--- config.mk ---
export PLATFORM = sky130hd
export DESIGN_NAME = tantra_lif_core_flat
export DESIGN_NICKNAME = d
export VERILOG_FILES = /design/src/rtl/tantra_lif_core_if.sv /design/src/rtl/tantra_lif_core.sv /design/src/flat_wrapper.sv
export SDC_FILE = /design/constraint.sdc
export NUM_CORES = 2
export LEC_CHECK = 0
export CORE_MARGIN = 8
export CORE_UTILIZATION = 35
export CTS_BUF_LIST = sky130_fd_sc_hd__clkbuf_16
export CTS_CLUSTER_DIAMETER = 80
export DETAILED_ROUTE_END_ITERATION = 8
export HOLD_SLACK_MARGIN = 0.06
export PLACE_DENSITY_LB_ADDON = 0.2
export SLEW_MARGIN = 30
export SYNTH_ARGS = -nofsm -noshare
export SYNTH_HDL_FRONTEND = slang
export SYNTH_SLANG_ARGS = --single-unit
--- constraint.sdc ---
create_clock -name clk -period 11.43 [get_ports clk]
set_input_delay 2.286 -clock clk [delete_from_list [all_inputs] [get_ports clk]]
set_output_delay 2.286 -clock clk [all_outputs]
set_load 0.01 [all_outputs]
--- src/rtl/tantra_lif_core_if.sv ---
// Step handshake bundle for one tantra_lif_core layer: the input spike step
// (valid/ready, spikes, threshold, learning rate) and the completed-step output.
interface tantra_lif_core_if #(
  parameter int NUM_IN   = 8,
  parameter int NUM_NEUR = 8,
  parameter int W_WIDTH  = 8,
  parameter int V_WIDTH  = 16
);
  logic                step_valid;
  logic                step_ready;
  logic [NUM_IN-1:0]   in_spikes;
  logic [V_WIDTH-1:0]  threshold;
  logic [W_WIDTH-2:0]  learning_rate;
  logic                out_valid;
  logic [NUM_NEUR-1:0] out_spikes;

  modport master (
    output step_valid, in_spikes, threshold, learning_rate,
    input  step_ready, out_valid, out_spikes
  );

  modport slave (
    input  step_valid, in_spikes, threshold, learning_rate,
    output step_ready, out_valid, out_spikes
  );
endinterface

--- src/rtl/tantra_lif_core.sv ---
// Time-multiplexed leaky-integrate-and-fire layer with refractory period,
// saturating arithmetic and optional STDP (macro TANTRA_STDP_EN).
// Ports: clk, rst (sync, active high); s = step handshake/output interface;
// wr_* = weight write port (IDLE only); rd_pre/rd_post -> rd_data (comb);
// spike_total = saturating cumulative spike count.
module tantra_lif_core #(
  parameter int NUM_IN     = 8,
  parameter int NUM_NEUR   = 8,
  parameter int W_WIDTH    = 8,
  parameter int V_WIDTH    = 16,
  parameter int LEAK_SHIFT = 4,
  parameter int REFRACTORY = 2,
  localparam int PW = (NUM_IN > 1) ? $clog2(NUM_IN) : 1,
  localparam int QW = (NUM_NEUR > 1) ? $clog2(NUM_NEUR) : 1
) (
  input  logic                      clk,
  input  logic                      rst,
  tantra_lif_core_if.slave          s,
  input  logic                      wr_en,
  input  logic [PW-1:0]             wr_pre,
  input  logic [QW-1:0]             wr_post,
  input  logic signed [W_WIDTH-1:0] wr_data,
  input  logic [PW-1:0]             rd_pre,
  input  logic [QW-1:0]             rd_post,
  output logic signed [W_WIDTH-1:0] rd_data,
  output logic [15:0]               spike_total
);

  localparam int AW = W_WIDTH + $clog2(NUM_IN) + 1;
  localparam int SW = ((V_WIDTH > AW) ? V_WIDTH : AW) + 2;
  localparam int RW = (REFRACTORY > 0) ? $clog2(REFRACTORY + 1) : 1;

  typedef enum logic [2:0] {IDLE, ACCUM, UPDATE, LEARN, DONE} state_e;

  state_e state_q, state_d;
  logic [PW-1:0] pre_q, pre_d;
  logic [QW-1:0] post_q, post_d;
  logic [NUM_IN-1:0] spk_in_q, spk_in_d;
  logic [NUM_NEUR-1:0] spk_q, spk_d;
  logic [V_WIDTH-1:0] thr_q, thr_d;
  logic [NUM_NEUR-1:0] out_spikes_q, out_spikes_d;
  logic [15:0] total_q, total_d;
  logic signed [W_WIDTH-1:0] w_q [NUM_IN][NUM_NEUR];
  logic signed [W_WIDTH-1:0] w_d [NUM_IN][NUM_NEUR];
  logic signed [AW-1:0] acc_q [NUM_NEUR];
  logic signed [AW-1:0] acc_d [NUM_NEUR];
  logic [V_WIDTH-1:0] v_q [NUM_NEUR];
  logic [V_WIDTH-1:0] v_d [NUM_NEUR];
  logic [RW-1:0] refr_q [NUM_NEUR];
  logic [RW-1:0] refr_d [NUM_NEUR];

  logic last_pre, last_post, wr_ok, rd_ok;
  logic signed [SW-1:0] v_ext, leak_ext, acc_ext, vn_s;
  logic [V_WIDTH-1:0] vn;
  logic [15:0] pop_c;
  logic [16:0] sum17;

`ifdef TANTRA_STDP_EN
  logic [W_WIDTH-2:0] lr_q, lr_d;
  logic signed [W_WIDTH:0] ws, wn_s;
  logic signed [W_WIDTH-1:0] wn;
`else
  logic unused_lr;
  assign unused_lr = ^s.learning_rate;
`endif

  assign last_pre  = (pre_q == PW'(NUM_IN - 1));
  assign last_post = (post_q == QW'(NUM_NEUR - 1));
  assign wr_ok = (32'(wr_pre) < NUM_IN) && (32'(wr_post) < NUM_NEUR);
  assign rd_ok = (32'(rd_pre) < NUM_IN) && (32'(rd_post) < NUM_NEUR);
  assign rd_data = rd_ok ? w_q[rd_pre][rd_post] : '0;

  assign s.step_ready = (state_q == IDLE);
  assign s.out_valid  = (state_q == DONE);
  assign s.out_spikes = out_spikes_q;
  assign spike_total  = total_q;

  always_comb begin
    state_d      = state_q;
    pre_d        = pre_q;
    post_d       = post_q;
    spk_in_d     = spk_in_q;
    spk_d        = spk_q;
    thr_d        = thr_q;
    out_spikes_d = out_spikes_q;
    total_d      = total_q;
    w_d          = w_q;
    acc_d        = acc_q;
    v_d          = v_q;
    refr_d       = refr_q;
    pop_c        = '0;
    sum17        = '0;

    // Membrane update for the neuron addressed by post_q, clamped to the
    // unsigned membrane range.
    v_ext    = SW'(v_q[post_q]);
    leak_ext = SW'(v_q[post_q] >> LEAK_SHIFT);
    acc_ext  = SW'(acc_q[post_q]);
    vn_s     = v_ext - leak_ext + acc_ext;
    if (vn_s[SW-1])
      vn = '0;
    else if (|vn_s[SW-2:V_WIDTH])
      vn = '1;
    else
      vn = vn_s[V_WIDTH-1:0];

`ifdef TANTRA_STDP_EN
    lr_d = lr_q;
    ws   = {w_q[pre_q][post_q][W_WIDTH-1], w_q[pre_q][post_q]};
    if (spk_in_q[pre_q])
      wn_s = ws + $signed({2'b00, lr_q});
    else
      wn_s = ws - $signed({2'b00, lr_q});
    // Out of range when the two top bits disagree; sign picks the rail.
    if (wn_s[W_WIDTH] != wn_s[W_WIDTH-1])
      wn = wn_s[W_WIDTH] ? {1'b1, {(W_WIDTH-1){1'b0}}}
                         : {1'b0, {(W_WIDTH-1){1'b1}}};
    else
      wn = wn_s[W_WIDTH-1:0];
`endif

    unique case (state_q)
      IDLE: begin
        if (wr_en && wr_ok)
          w_d[wr_pre][wr_post] = wr_data;
        if (s.step_valid) begin
          spk_in_d = s.in_spikes;
          thr_d    = s.threshold;
`ifdef TANTRA_STDP_EN
          lr_d     = s.learning_rate;
`endif
          spk_d    = '0;
          pre_d    = '0;
          post_d   = '0;
          state_d  = ACCUM;
        end
      end
      ACCUM: begin
        if (spk_in_q[pre_q])
          acc_d[post_q] = acc_q[post_q] + AW'(w_q[pre_q][post_q]);
        pre_d = last_pre ? '0 : pre_q + 1'b1;
        if (last_pre) begin
          post_d = last_post ? '0 : post_q + 1'b1;
          if (last_post)
            state_d = UPDATE;
        end
      end
      UPDATE: begin
        acc_d[post_q] = '0;
        if (refr_q[post_q] != '0) begin
          refr_d[post_q] = refr_q[post_q] - 1'b1;
          v_d[post_q]    = '0;
        end else if (vn >= thr_q) begin
          spk_d[post_q]  = 1'b1;
          v_d[post_q]    = '0;
          refr_d[post_q] = RW'(REFRACTORY);
        end else begin
          v_d[post_q] = vn;
        end
        post_d = last_post ? '0 : post_q + 1'b1;
        if (last_post) begin
          pre_d = '0;
`ifdef TANTRA_STDP_EN
          state_d = LEARN;
`else
          state_d = DONE;
`endif
        end
      end
`ifdef TANTRA_STDP_EN
      LEARN: begin
        if (spk_q[post_q])
          w_d[pre_q][post_q] = wn;
        pre_d = last_pre ? '0 : pre_q + 1'b1;
        if (last_pre) begin
          post_d = last_post ? '0 : post_q + 1'b1;
          if (last_post)
            state_d = DONE;
        end
      end
`endif
      DONE: state_d = IDLE;
      default: state_d = IDLE;
    endcase

    // Publish results on entry to DONE so they coincide with out_valid.
    if (state_d == DONE && state_q != DONE) begin
      out_spikes_d = spk_d;
      for (int i = 0; i < NUM_NEUR; i++)
        pop_c = pop_c + 16'(spk_d[i]);
      sum17   = {1'b0, total_q} + {1'b0, pop_c};
      total_d = sum17[16] ? 16'hFFFF : sum17[15:0];
    end
  end

  always_ff @(posedge clk) begin
    if (rst) begin
      state_q      <= IDLE;
      pre_q        <= '0;
      post_q       <= '0;
      spk_in_q     <= '0;
      spk_q        <= '0;
      thr_q        <= '0;
      out_spikes_q <= '0;
      total_q      <= '0;
      w_q          <= '{default: '0};
      acc_q        <= '{default: '0};
      v_q          <= '{default: '0};
      refr_q       <= '{default: '0};
`ifdef TANTRA_STDP_EN
      lr_q         <= '0;
`endif
    end else begin
      state_q      <= state_d;
      pre_q        <= pre_d;
      post_q       <= post_d;
      spk_in_q     <= spk_in_d;
      spk_q        <= spk_d;
      thr_q        <= thr_d;
      out_spikes_q <= out_spikes_d;
      total_q      <= total_d;
      w_q          <= w_d;
      acc_q        <= acc_d;
      v_q          <= v_d;
      refr_q       <= refr_d;
`ifdef TANTRA_STDP_EN
      lr_q         <= lr_d;
`endif
    end
  end

endmodule

--- src/flat_wrapper.sv ---
// flat-port wrapper written by rule: the top's interface ports become plain ports
module tantra_lif_core_flat 
#(
  parameter int NUM_IN     = 8,
  parameter int NUM_NEUR   = 8,
  parameter int W_WIDTH    = 8,
  parameter int V_WIDTH    = 16,
  parameter int LEAK_SHIFT = 4,
  parameter int REFRACTORY = 2,
  localparam int PW = (NUM_IN > 1) ? $clog2(NUM_IN) : 1,
  localparam int QW = (NUM_NEUR > 1) ? $clog2(NUM_NEUR) : 1
)
  (clk, rst, wr_en, wr_pre, wr_post, wr_data, rd_pre, rd_post, rd_data, spike_total, s_step_valid, s_in_spikes, s_threshold, s_learning_rate, s_step_ready, s_out_valid, s_out_spikes);
  tantra_lif_core_if #(.NUM_IN(NUM_IN), .NUM_NEUR(NUM_NEUR), .W_WIDTH(W_WIDTH), .V_WIDTH(V_WIDTH)) s_i ();
  input  logic clk;
  input  logic rst;
  input  logic wr_en;
  input  logic [PW-1:0] wr_pre;
  input  logic [QW-1:0] wr_post;
  input  logic signed [W_WIDTH-1:0] wr_data;
  input  logic [PW-1:0] rd_pre;
  input  logic [QW-1:0] rd_post;
  output logic signed [W_WIDTH-1:0] rd_data;
  output logic [15:0] spike_total;
  input wire logic [$bits(s_i.step_valid)-1:0] s_step_valid;
  input wire logic [$bits(s_i.in_spikes)-1:0] s_in_spikes;
  input wire logic [$bits(s_i.threshold)-1:0] s_threshold;
  input wire logic [$bits(s_i.learning_rate)-1:0] s_learning_rate;
  output wire logic [$bits(s_i.step_ready)-1:0] s_step_ready;
  output wire logic [$bits(s_i.out_valid)-1:0] s_out_valid;
  output wire logic [$bits(s_i.out_spikes)-1:0] s_out_spikes;
  assign s_i.step_valid = s_step_valid;
  assign s_i.in_spikes = s_in_spikes;
  assign s_i.threshold = s_threshold;
  assign s_i.learning_rate = s_learning_rate;
  assign s_step_ready = s_i.step_ready;
  assign s_out_valid = s_i.out_valid;
  assign s_out_spikes = s_i.out_spikes;
  tantra_lif_core #(.NUM_IN(NUM_IN), .NUM_NEUR(NUM_NEUR), .W_WIDTH(W_WIDTH), .V_WIDTH(V_WIDTH), .LEAK_SHIFT(LEAK_SHIFT), .REFRACTORY(REFRACTORY)) u_core (.clk(clk), .rst(rst), .s(s_i), .wr_en(wr_en), .wr_pre(wr_pre), .wr_post(wr_post), .wr_data(wr_data), .rd_pre(rd_pre), .rd_post(rd_post), .rd_data(rd_data), .spike_total(spike_total));
endmodule
==> results.md <==
- Post-synthesis compound-gate area fraction: 0.192
- Final setup vio count: 0
- Nets: 4627
- Clock latency on the worst-skew pair: 0.67 ns
- Post-Place Cells: 5929
- Seq/Total Area, Yosys: 0.396
- Clock transition at the registers of the reported paths: 0.06 ns
- Worst hold stages: 2
- Post-DP Area: 43600 um2
- Post-synthesis register bit count: 817
- DRT Wirelength: 151 mm
- Starting density of the core: 0.351
- Reg-to-reg critical path startpoint: u_core.post_q[2]$_SDFFE_PP0P_
- Share of synthesized cell area in and, or, nand and nor gates: 0.151
- Ys async rst share: 0
- WP data required: 11.94 ns
- Routability cong.: 0.833
- Clk root buf: clkbuf_16
- Die Wd: 359 um
- Slew @ Worst Pin: 1.10 ns
- Multi-input logic area: 23300 um2
- Main combinational cell family by area after synthesis: compound AO/OA/AOI/OAI gates
- Pre-CTS setup slack: 0.0302 ns
- Leakage: 15.2 nW
- Drt first pass iters: 6
- Largest area contributor in the netlist: dfxtp_1
- TNS Setup: 0 ns
- Share of layout cells above drive strength 1: 0.143
- First-pass GRT wire length: 226 mm
- Synth cell types: 76
- I/O pin cnt: 89
- Final min period: 10.70 ns
- Hold crit path type: reg2reg
- VDD IR max: 0.000102 V
- Longest Clk Path Bufs: 3
- Post-Synth Adder-Cell Area: 0.0248
- Critical Path Max Stage Delay: 0.50 ns
- CTS tree: yes
- Tcrit/Tclk final: 0.936
- DRC: 0
- RSZ-0062 raised after global routing: false
- Post-layout util: 0.397
- Area Overhead vs Synth: 12.9%
- Via density: 5.96
- CP max-delay cell: nor2_1
- Reg2reg path depth: 43
- Overall power: 6.07 mW
- Synth top area cells: dfxtp_1 (40%), mux4_2 (17%), a21oi_1 (7.4%)
- # fillers: 11.7k
- Crit start category: register
- Initial antenna violation count: 3
- Total gr overflow: 0
- Power Dens Cells: 130 nW/um2
- Post-synth EDFFs: 0
- R2r endpoint: u_core.spike_total[14]$_SDFFE_PP0P_
- Mapped Avg Cell Area: 8.99 um2
- Mapped cell area: 41300 um2
- CP dominant cell by count: fa_1
- Final hold violations: 0
- Xor/xnor cell area share of the yosys netlist: 0.00886
- Vias in the first global route: 34.3k
- All-Layer GR Usage: 0.222
- Fmax: 0.0935 GHz
- Worst clock skew: 0.0321 ns
- Syn Inst Count: 4591
- TritonCTS buffer count: 92
- Status: finished clean
- Final worst slack: 0.733 ns
- Die area: 129000 um2
- Fraction of synthesized area in multiplexers: 0.184
- R2R setup slack: 0.73 ns
- Setup CP Type: reg2reg
- End point of the worst hold path: u_core.spk_in_q[6]$_SDFFE_PP0P_
- Slew margin rel.: 0.265
- # Max-Cap Violations: 0
- Iter 0 DRT Violations: 3783
- Routed vias: 36.3k
- Top FF cell, synth: dfxtp_1
- Die Y: 359 um
- Reg area: 16400 um2
- Fin. max-slew vios: 0
- HPWL Detailed: 91.6 mm
- WL/cell: 24.7 um
- Crit path max fanout: 9
- Worst setup EP type: register
- H-tree depth: 3
- Std-Cell Rows: 126
- Cell area after layout: 46600 um2
- I/O Buffers: 81
- Layout Cells excl Fill: 6098
- Core footprint: 117000 um2
- Largest net degree at the start of global routing: 202
- Hold_ws: 0.453 ns
- Ys Warns: 0
- Hold Path Origin: u_core.spk_in_q[6]$_SDFFE_PP0P_
- Clock Sinks: 817
- CP arrival: 11.21 ns
- Top-area cell type share of the netlist area: 0.396
- Mapped Nets: 4723
- Routed Antenna Nets: 0
-- sequential cells by signal, summed over array words and instances, names as in the netlist --
name and flops:
u_core.s.out_spikes 8, u_core.refr_q 16, u_core.acc_q 96, u_core.pre_q 3
u_core.v_q 128, u_core.w_q 512, u_core.spike_total 16, u_core.spk_in_q 8
u_core.thr_q 16, u_core.post_q 3, u_core.state_q 3, u_core.spk_q 8
-- cells in the final DEF, fill, tap and decap left out, types with 15 or more instances in the layout --
cell type        instances
dfxtp_1                811
nand2_1                781
a21oi_1                609
o21ai_0                407
mux4_2                 310
nand3_1                293
nor2_1                 224
a22oi_1                151
buf_4                  124
clkbuf_16               92
inv_1                   76
ha_1                    68
clkdlybuf4s50_1         68
mux2i_1                 49
xnor2_1                 28
a22o_1                  23
a21o_1                  22
o22ai_1                 21
nor3_1                  21
clkinv_1                18
a31oi_1                 16
a211oi_1                15
a32o_1                  15
-- power by group --
part / switching (mW) / leakage (nW) / internal, mW
Clock: 1.25 / 1.46 / 1.57
Combinational: 0.273 / 7.16 / 0.108
Sequential: 0.0145 / 6.59 / 2.86
-- synth_stat cells (all sizes together) (28+ instances only) --
cell type,instances
ha,69
nor2,236
nand3,294
nand2,782
inv,51
buf,75
xnor2,28
nor3,28
dfxtp,817
o21ai,409
a22oi,151
clkbuf,334
mux4,310
a21oi,613
mux2i,49
-- worst max-delay path, delay by kind of cell (launching register included) --
family | cells | cell delay, ns
compound gates | 15 | 3.15
xor+xnor | 1 | 0.15
fa+ha+maj | 9 | 3.46
buf+inv | 7 | 0.86
flops | 1 | 0.45
simple gates | 11 | 2.45
-- what timing repair did --
item	4_1_cts	5_1_grt
endpoints found under the setup margin	1	16
pin swaps	0	3
resized for setup	1	30
buffers inserted	0	6
hold buffers	0	0
-- worst max path at each step --
stage,cells after the start,slack [ns],endpoint,from
3_5_place_dp,45,0.03,u_core.spike_total[14]$_SDFFE_PP0P_,u_core.post_q[2]$_SDFFE_PP0P_
3_3_place_gp,45,0.05,u_core.spike_total[14]$_SDFFE_PP0P_,u_core.post_q[2]$_SDFFE_PP0P_
4_1_cts,46,0.17,u_core.spike_total[14]$_SDFFE_PP0P_,u_core.post_q[2]$_SDFFE_PP0P_
6_report,43,0.73,u_core.spike_total[14]$_SDFFE_PP0P_,u_core.post_q[2]$_SDFFE_PP0P_
2_1_floorplan,48,0.49,u_core.spike_total[14]$_SDFFE_PP0P_,u_core.post_q[1]$_SDFFE_PP0P_
5_1_grt,45,0.009,u_core.spike_total[14]$_SDFFE_PP0P_,u_core.post_q[2]$_SDFFE_PP0P_
-- metal layers --
| metal | vias to the layer above | routed length (um) | global-route usage |
|---|---|---|---|
| met4 | 2 | 5640 | 0.0796 |
| met1 | 18100 | 65300 | 0.303 |
| met5 | - | 30 | 0 |
| met3 | 286 | 10100 | 0.0331 |
| li1 | 16600 | - | - |
| met2 | 1345 | 69900 | 0.359 |
-- kinds of logic after synthesis --
kind of cell / after synthesis
DFF: 817
buffers and inverters: 460
AOI/OAI and AO/OA: 1378
xor gates and xnor gates: 40
and+or+nand+nor: 1450
adders and majority gates: 77
muxes: 369
-- cell type report --
cell class,count,share of cell area
Timing Repair Buffer,219,0.0429
Sequential cell,817,0.352
Clock buffer,92,0.0494
Multi-Input combinational cell,3314,0.501
Clock inverter,68,0.0100
Tap cell,1536,0.0413
Antenna cell,1,0.0000537
Inverter,51,0.00411
Power figures use the tool's default switching activity.
